[src/rtl/console_uart_tx.sv]
// Console write strobes queued in a small FIFO and serialised as 8N1 UART
// frames, LSB first, with no idle gap between queued frames.
module console_uart_tx #(
   parameter int XLEN         = 32,
   parameter int CLKS_PER_BIT = 434,
   parameter int FIFO_DEPTH   = 16
) (
   input  logic                          clk,
   input  logic                          reset,
   input  logic [XLEN-1:0]               console_wdata,
   input  logic                          console_we,
   output logic                          txd,
   output logic                          busy,
   output logic                          overflow,
   output logic [$clog2(FIFO_DEPTH):0]   fifo_count
);

   localparam int AW   = $clog2(FIFO_DEPTH);
   localparam int CNTW = AW + 1;
   localparam int CW   = $clog2(CLKS_PER_BIT);
   localparam logic [CW-1:0]   LAST = CW'(CLKS_PER_BIT - 1);
   localparam logic [CNTW-1:0] FULL = CNTW'(FIFO_DEPTH);

   typedef enum logic [1:0] {IDLE, START, DATA, STOP} state_t;

   state_t          r_state;
   state_t          w_state_nxt;
   logic [CW-1:0]   r_cnt;
   logic [CW-1:0]   w_cnt_nxt;
   logic [2:0]      r_idx;
   logic [2:0]      w_idx_nxt;
   logic [7:0]      r_shift;
   logic [7:0]      w_shift_nxt;
   logic            r_txd;
   logic            w_txd_nxt;
   logic [7:0]      r_mem [FIFO_DEPTH];
   logic [AW-1:0]   r_wptr;
   logic [AW-1:0]   r_rptr;
   logic [CNTW-1:0] r_count;
   logic [CNTW-1:0] w_count_nxt;
   logic            r_busy;
   logic            r_ovf;
   logic            w_last;
   logic            w_pop;
   logic            w_push;
   logic            w_drop;
   logic            w_has_data;
   logic            w_unused;

   assign w_unused   = ^console_wdata[XLEN-1:8];
   assign w_last     = (r_cnt == LAST);
   assign w_has_data = (r_count != '0);

   // A push into a full FIFO is still accepted when a pop frees a slot.
   assign w_push = console_we && ((r_count != FULL) || w_pop);
   assign w_drop = console_we && !w_push;

   always_comb begin
      w_count_nxt = r_count;
      if (w_push && !w_pop) begin
         w_count_nxt = r_count + 1'b1;
      end else if (w_pop && !w_push) begin
         w_count_nxt = r_count - 1'b1;
      end
   end

   always_ff @(posedge clk) begin
      if (reset) begin
         r_state <= IDLE;
         r_cnt   <= '0;
         r_idx   <= '0;
         r_shift <= '0;
         r_txd   <= 1'b1;
         r_wptr  <= '0;
         r_rptr  <= '0;
         r_count <= '0;
         r_busy  <= 1'b0;
         r_ovf   <= 1'b0;
      end else begin
         r_state <= w_state_nxt;
         r_cnt   <= w_cnt_nxt;
         r_idx   <= w_idx_nxt;
         r_shift <= w_shift_nxt;
         r_txd   <= w_txd_nxt;
         r_count <= w_count_nxt;
         r_busy  <= (w_state_nxt != IDLE) || (w_count_nxt != '0);
         if (w_push) begin
            r_wptr <= r_wptr + 1'b1;
         end
         if (w_pop) begin
            r_rptr <= r_rptr + 1'b1;
         end
         if (w_drop) begin
            r_ovf <= 1'b1;
         end
      end
   end

   always_ff @(posedge clk) begin
      if (w_push) begin
         r_mem[r_wptr] <= console_wdata[7:0];
      end
   end

   always_comb begin
      w_state_nxt = r_state;
      unique case (r_state)
         IDLE: begin
            if (w_has_data) begin
               w_state_nxt = START;
            end
         end
         START: begin
            if (w_last) begin
               w_state_nxt = DATA;
            end
         end
         DATA: begin
            if (w_last && (r_idx == 3'd7)) begin
               w_state_nxt = STOP;
            end
         end
         STOP: begin
            if (w_last) begin
               w_state_nxt = w_has_data ? START : IDLE;
            end
         end
         default: w_state_nxt = IDLE;
      endcase
   end

   always_comb begin
      w_pop       = 1'b0;
      w_txd_nxt   = r_txd;
      w_shift_nxt = r_shift;
      w_idx_nxt   = r_idx;
      w_cnt_nxt   = w_last ? '0 : r_cnt + 1'b1;
      unique case (r_state)
         IDLE: begin
            w_cnt_nxt = '0;
            w_txd_nxt = 1'b1;
            if (w_has_data) begin
               w_pop       = 1'b1;
               w_shift_nxt = r_mem[r_rptr];
               w_txd_nxt   = 1'b0;
            end
         end
         START: begin
            if (w_last) begin
               w_txd_nxt = r_shift[0];
               w_idx_nxt = '0;
            end
         end
         DATA: begin
            if (w_last) begin
               if (r_idx == 3'd7) begin
                  w_txd_nxt = 1'b1;
               end else begin
                  w_shift_nxt = {1'b0, r_shift[7:1]};
                  w_txd_nxt   = r_shift[1];
                  w_idx_nxt   = r_idx + 1'b1;
               end
            end
         end
         STOP: begin
            // Chain straight into the next start bit when more is queued.
            if (w_last && w_has_data) begin
               w_pop       = 1'b1;
               w_shift_nxt = r_mem[r_rptr];
               w_txd_nxt   = 1'b0;
            end
         end
         default: w_txd_nxt = 1'b1;
      endcase
   end

   assign txd        = r_txd;
   assign busy       = r_busy;
   assign overflow   = r_ovf;
   assign fifo_count = r_count;

endmodule

[config.mk]
export PLATFORM = sky130hd
export DESIGN_NAME = console_uart_tx
export DESIGN_NICKNAME = d
export VERILOG_FILES = /design/src/rtl/console_uart_tx.sv
export SDC_FILE = /design/constraint.sdc
export NUM_CORES = 1
export LEC_CHECK = 0
export CORE_UTILIZATION = 52
export DETAILED_ROUTE_END_ITERATION = 12
export DONT_BUFFER_PORTS = 1
export PLACE_DENSITY_LB_ADDON = 0.3
export SETUP_SLACK_MARGIN = 0.15
export SKIP_LAST_GASP = 1
export SLEW_MARGIN = 20
export SYNTH_ARGS = -nofsm -noshare
export SYNTH_HDL_FRONTEND = slang
export SYNTH_SLANG_ARGS = --single-unit
[constraint.sdc]
create_clock -name clk -period 5.2 [get_ports clk]
set_clock_uncertainty 0.1 [all_clocks]
set_input_delay 0.78 -clock clk [delete_from_list [all_inputs] [get_ports clk]]
set_output_delay 0.78 -clock clk [all_outputs]
set_load 0.03 [all_outputs]
After elaboration in Yosys (flattened, before gate mapping). Memories as Yosys holds them, arrays and structs flattened. A register that Yosys moved wholly into a read port is not among the register bits. Index checks and enable logic that the tools add are counted.

Register bits after elaboration: 38. Bits in writable memories: 128. Output and inout bits: 8. Word-level logic and storage cells: 78. Memories kept: 1.

$add $sub $neg: 6. Equality and inequality tests: 11. Muxes and demuxes: 30. Reductions and logical operators: 20.

Memories: r_mem (depth 16, width 8, rd ports 1, clocked after memory_dff 1, write ports 1, RTL line 36) `logic [7:0] r_mem [FIFO_DEPTH];`.

Operator list (count): 8-bit 2-to-1 mux (4); 8-bit case mux with 3 select lines (1); 1-bit 2-to-1 mux (10); 5-bit 2-to-1 mux (2); 2-bit inequality test, second input constant (5); 5-bit nonzero test (2); 9-bit by 1-bit adder with 9-bit output, second input constant (1); 9-bit == test, second input constant (1); 3-bit 2-to-1 mux (3); 4-bit by 1-bit adder with 4-bit output, second input constant (2); 2-bit 2-to-1 mux (4); 4-bit 2-to-1 mux (2); 2-bit case mux with 4 select lines (1); 1-bit logical AND (6); 3-bit case mux with 2 select lines (1); 5-bit by 1-bit adder with 5-bit output, second input constant (1); 5-bit inequality test, second input constant (1); 5-bit AND reduction (1); 5-bit by 1-bit subtractor with 5-bit output, second input constant (1); 2-bit == test, second input constant (2); 1-bit case mux with 4 select lines (1); 4-bit AND reduction (1); 2-bit nonzero test (2); 3-bit by 1-bit adder with 3-bit output, second input constant (1); 9 further kinds (11).

Longest topological paths before layout.
Word-level depth: 12. Depth in mapped cells: 9. Mapped depth without buffers: 8.

Least setup slack after synthesis. Ideal clock, no wire load.

Path kind: flip-flop to flip-flop. Start point: register r_count[0] (netlist: fifo_count[0]). End point: memory r_mem[3][0] (enable). Library setup time: 0.383 ns. Data arrival time: 2.636 ns. Required time: 4.717 ns. Setup slack: 2.080 ns. Cell stages (with the launch flop): 9. Path buffers: 1. Clock period less this slack: 3.120 ns. Path through: dfxtp_1 inv_1 ha_1 nor4b_4 nor4_4 o31a_2 clkbuf_1 nand2_1 nor3_1.

Longest elaborated chain between the ends: 8. Elaborated cells between the ends (all ways): 10.

RTL lines: start, declared (RTL line 39) `logic [CNTW-1:0] r_count;`; start signal, assigned (RTL line 85) `r_count <= w_count_nxt;`; 5-bit nonzero test (RTL line 52) `assign w_has_data = (r_count != '0);`; 1-bit logical AND (RTL line 167) `if (w_last && w_has_data) begin`; 1-bit 2-to-1 mux (RTL line 167); 1-bit case mux with 2 select lines (RTL line 138) `unique case (r_state)`; 1-bit logical OR (*) (RTL line 55) `assign w_push = console_we && ((r_count != FULL) || w_pop);`; 1-bit logical AND (*) (RTL line 55); 1-bit 2-to-1 mux (*) (RTL line 100) `if (w_push) begin`; 1-bit 2-to-1 mux (not written as such) (*) (RTL line 101) `r_mem[r_wptr] <= console_wdata[7:0];`; end, declared (RTL line 36).

Every way passes the cells marked *; elsewhere a longest branch is shown, timed or not.

Final worst setup path.
Start point: register r_count[0] (netlist: fifo_count[0]). End point: memory r_mem[11][2] (enable).

The elaborated chain is that of the path after synthesis.

==> results.sh <==
export IMPL_comb_power_share_pct=20.8
export IMPL_swShare_pct=29.1
export IMPL_final_cell_mix="edfxtp_1 (128), nor2_1 (48), dfxtp_1 (41)"
export IMPL_final_setup_viol_count=0
export IMPL_row_count=42
export IMPL_final_cells=634
export IMPL_root_buffer="clkbuf_16"
export IMPL_max_slew_margin_pct=40.1
export IMPL_setup_worst_path_end_class="flop"
export IMPL_antenna_found_initial=0
export IMPL_cts_sinks=170
export IMPL_start_util_pct=53.2
export IMPL_clock_fmax_ghz=0.299
export IMPL_port_buffers=0
export IMPL_gp_congestion=0.848
export IMPL_syn_nets=495
export IMPL_cts_htree_levels=4
export IMPL_cts_made_buffers=17
export IMPL_routed_via_density=5.87
export IMPL_p_seq_share_pct=45.5
export IMPL_cts_resized_gates=0
export IMPL_finalCritPeriodShare_pct=64.3
export IMPL_cts_tree="yes"
export IMPL_period_needed_ps=3340
export IMPL_critPathMaxFanout=8
export IMPL_hold_buffers=0
export IMPL_globalRouteOverflowTotal=0
export IMPL_synth_warnings=0
export IMPL_p_leak_nw=2.53
export IMPL_ir_drop_mv=0.253
export IMPL_nFillCells=1012
export IMPL_slew_violations=0
export IMPL_first_pass_iters=4
export IMPL_postSynthAreaPerCell_um2=15.9
export IMPL_grt_max_degree=28
export IMPL_core_area_um2=13200
export IMPL_synth_cell_types=54
export IMPL_cts_setup_buffers=0
export IMPL_drive_above_1_share_pct=19.4
export IMPL_hold_path_class="in -> reg"
export IMPL_synth_edf_count=128
export IMPL_crit_required_ps=5150
export IMPL_drt_iter0_markers=276
export IMPL_detail_route_antenna_nets=0
export IMPL_routed_wl_um=12900
export IMPL_path_cells="inv_1 -> ha_1 -> nor4b_4 -> nor4_4 -> o31a_2 -> nand2_1 -> nor2_1"
export IMPL_fp_dieArea_um2=14000
export IMPL_final_hold_viol_count=0
export IMPL_dp_cells=603
export IMPL_track_usage_pct=20.2
export IMPL_p_per_area_nw_per_um2=480
export IMPL_chipWidth_um=118
export IMPL_first_global_vias=3844
export IMPL_synthesis_area_um2=7040
export IMPL_crit_path_start_kind="flop"
export IMPL_dp_hpwl_um=8300
export IMPL_grt_pass1_wl_um=20600
export IMPL_mostFrequentLayoutCell="edfxtp_1"
export IMPL_wl_per_cell_um=20.3
export IMPL_crit_slowest_cell="nor2_1"
export IMPL_seq_area_frac_synth_pct=66.5
export IMPL_final_nets=498
export IMPL_vias=3720
export IMPL_status="completed"
export IMPL_async_flop_share_pct=0
export IMPL_ctsLongestPathBuffers=2
export IMPL_clkPwrFrac_pct=33.7
export IMPL_worstPathArrival_ps=3300
export IMPL_final_setup_tns_ps=0
export IMPL_clock_latency_ps=430
export IMPL_synthCells=443
export IMPL_power_net_switching_w=0.00109
export IMPL_syn2layout_area_growth_pct=10.6
export IMPL_ys_ff_latch=170
export IMPL_diodes=0
export IMPL_rsz0062_at_grt="false"
export IMPL_drcViolationCount=0
export IMPL_drv_cap=0
export IMPL_critPathMaxStageDelay_ps=720
export IMPL_clkTransAtPathRegs_ps=70
export IMPL_die_height_um=118
export IMPL_internal_power_w=0.00265
export IMPL_worstMarginPinSlew_ps=895
export IMPL_ios=43
export IMPL_crit_type="reg -> reg"
export IMPL_ys_flop_type="edfxtp_1"
-- sequential cells by signal (all words and copies together) (netlist names), named ones only --
register    flops
busy            1
r_shift         8
fifo_count      5
r_mem         128
r_wptr          4
txd             1
r_state         2
r_rptr          4
overflow        1
r_cnt           9
r_idx           3
-- critical path: cells and delay by family, from the launching register on --
family,cells,cell delay [ps]
AO/OA/AOI/OAI,1,330
AND/OR/NAND/NOR,4,1470
buffers and inverters,1,200
adder cells (fa/ha/maj),1,280
flip-flops,1,580
-- logic make-up after synthesis --
kind of cell	Yosys count	synth area share, %
xor+xnor	16	1.99
compound gates	43	4.55
flops	170	66.5
simple gates	120	8.39
fa+ha+maj	17	3.02
mux	45	13.5
buf+inv	32	2.03
-- worst paths after layout --
path | start | end | slack (ps) | depth (start not counted)
max reg2reg | fifo_count[0] | r_mem[11][2] | 1860 | 7
min reg2reg | r_cnt[0] | r_cnt[0] | 370 | 1
min | reset | r_idx[2] | 320 | 1
max | fifo_count[0] | r_mem[11][2] | 1860 | 7
-- synthesized netlist by cell type, drive strengths merged (2+ instances only) --
cell    number  share of area (%)
clkbuf      11               0.59
nor2        48                2.6
a31oi        2               0.18
xnor2        8               0.99
a22oi        2               0.21
edfxtp     128                 55
nor3         9               0.71
nor3b        2               0.28
or2          3               0.27
nand3        5               0.36
nand4        4               0.36
a311oi       7               0.87
dfxtp       42                 12
mux4        40                 13
buf         11               0.91
mux2i        4               0.57
nand2b       3               0.27
xor2         8               0.99
o21a         2               0.23
a21oi       13               0.92
and2         5               0.44
inv         10               0.53
nand2       32                1.7
o21ai        7               0.50
ha          17                3.0
-- cell type report --
type / count / area, um2 / share of cell area (%)
clock buffers: 17 / 425 / 5.46
clock inverters: 14 / 160 / 2.06
inverters: 10 / 37.5 / 0.482
multi-input cells: 241 / 2220 / 28.4
flip-flops and latches: 170 / 4690 / 60.2
well taps: 176 / 220 / 2.83
repair buffers: 6 / 45.0 / 0.578
-- layer usage --
metal / vias up / GRT usage, % / part of all wire (%)
li1: 1703 / - / -
met1: 1904 / 24.8 / 43
met2: 100 / 34.0 / 51
met3: 13 / 5.94 / 5.0
met4: 0 / 7.20 / 1.2
met5: - / 0 / 0
-- per-stage QoR --
step | setup slack (ps) | utilization (%) | cell area (um2) | total power [W] | hold slack [ps]
floorplan | 2080 | - | 7040 | 0.00237 | 330
global placement | 1910 | 54.4 | 7200 | 0.00248 | 343
detailed placement | 1820 | 54.4 | 7200 | 0.00250 | 356
CTS | 1810 | 58.8 | 7790 | 0.00375 | 299
global route | 1640 | 58.8 | 7790 | 0.00389 | 287
finish | 1860 | 58.8 | 7790 | 0.00374 | 315
-- power groups by stage --
| stage | Clock (W) | Combinational [W] | Sequential [W] |
|---|---|---|---|
| 3_5_place_dp | 0 | 0.000772 | 0.00173 |
| 4_1_cts | 0.00127 | 0.000778 | 0.00170 |
| 6_report | 0.00126 | 0.000776 | 0.00170 |
| 2_1_floorplan | 0 | 0.000695 | 0.00168 |
| 5_1_grt | 0.00132 | 0.000848 | 0.00172 |
| 3_3_place_gp | 0 | 0.000755 | 0.00173 |
Note: power is estimated with default switching activity, not from simulation.
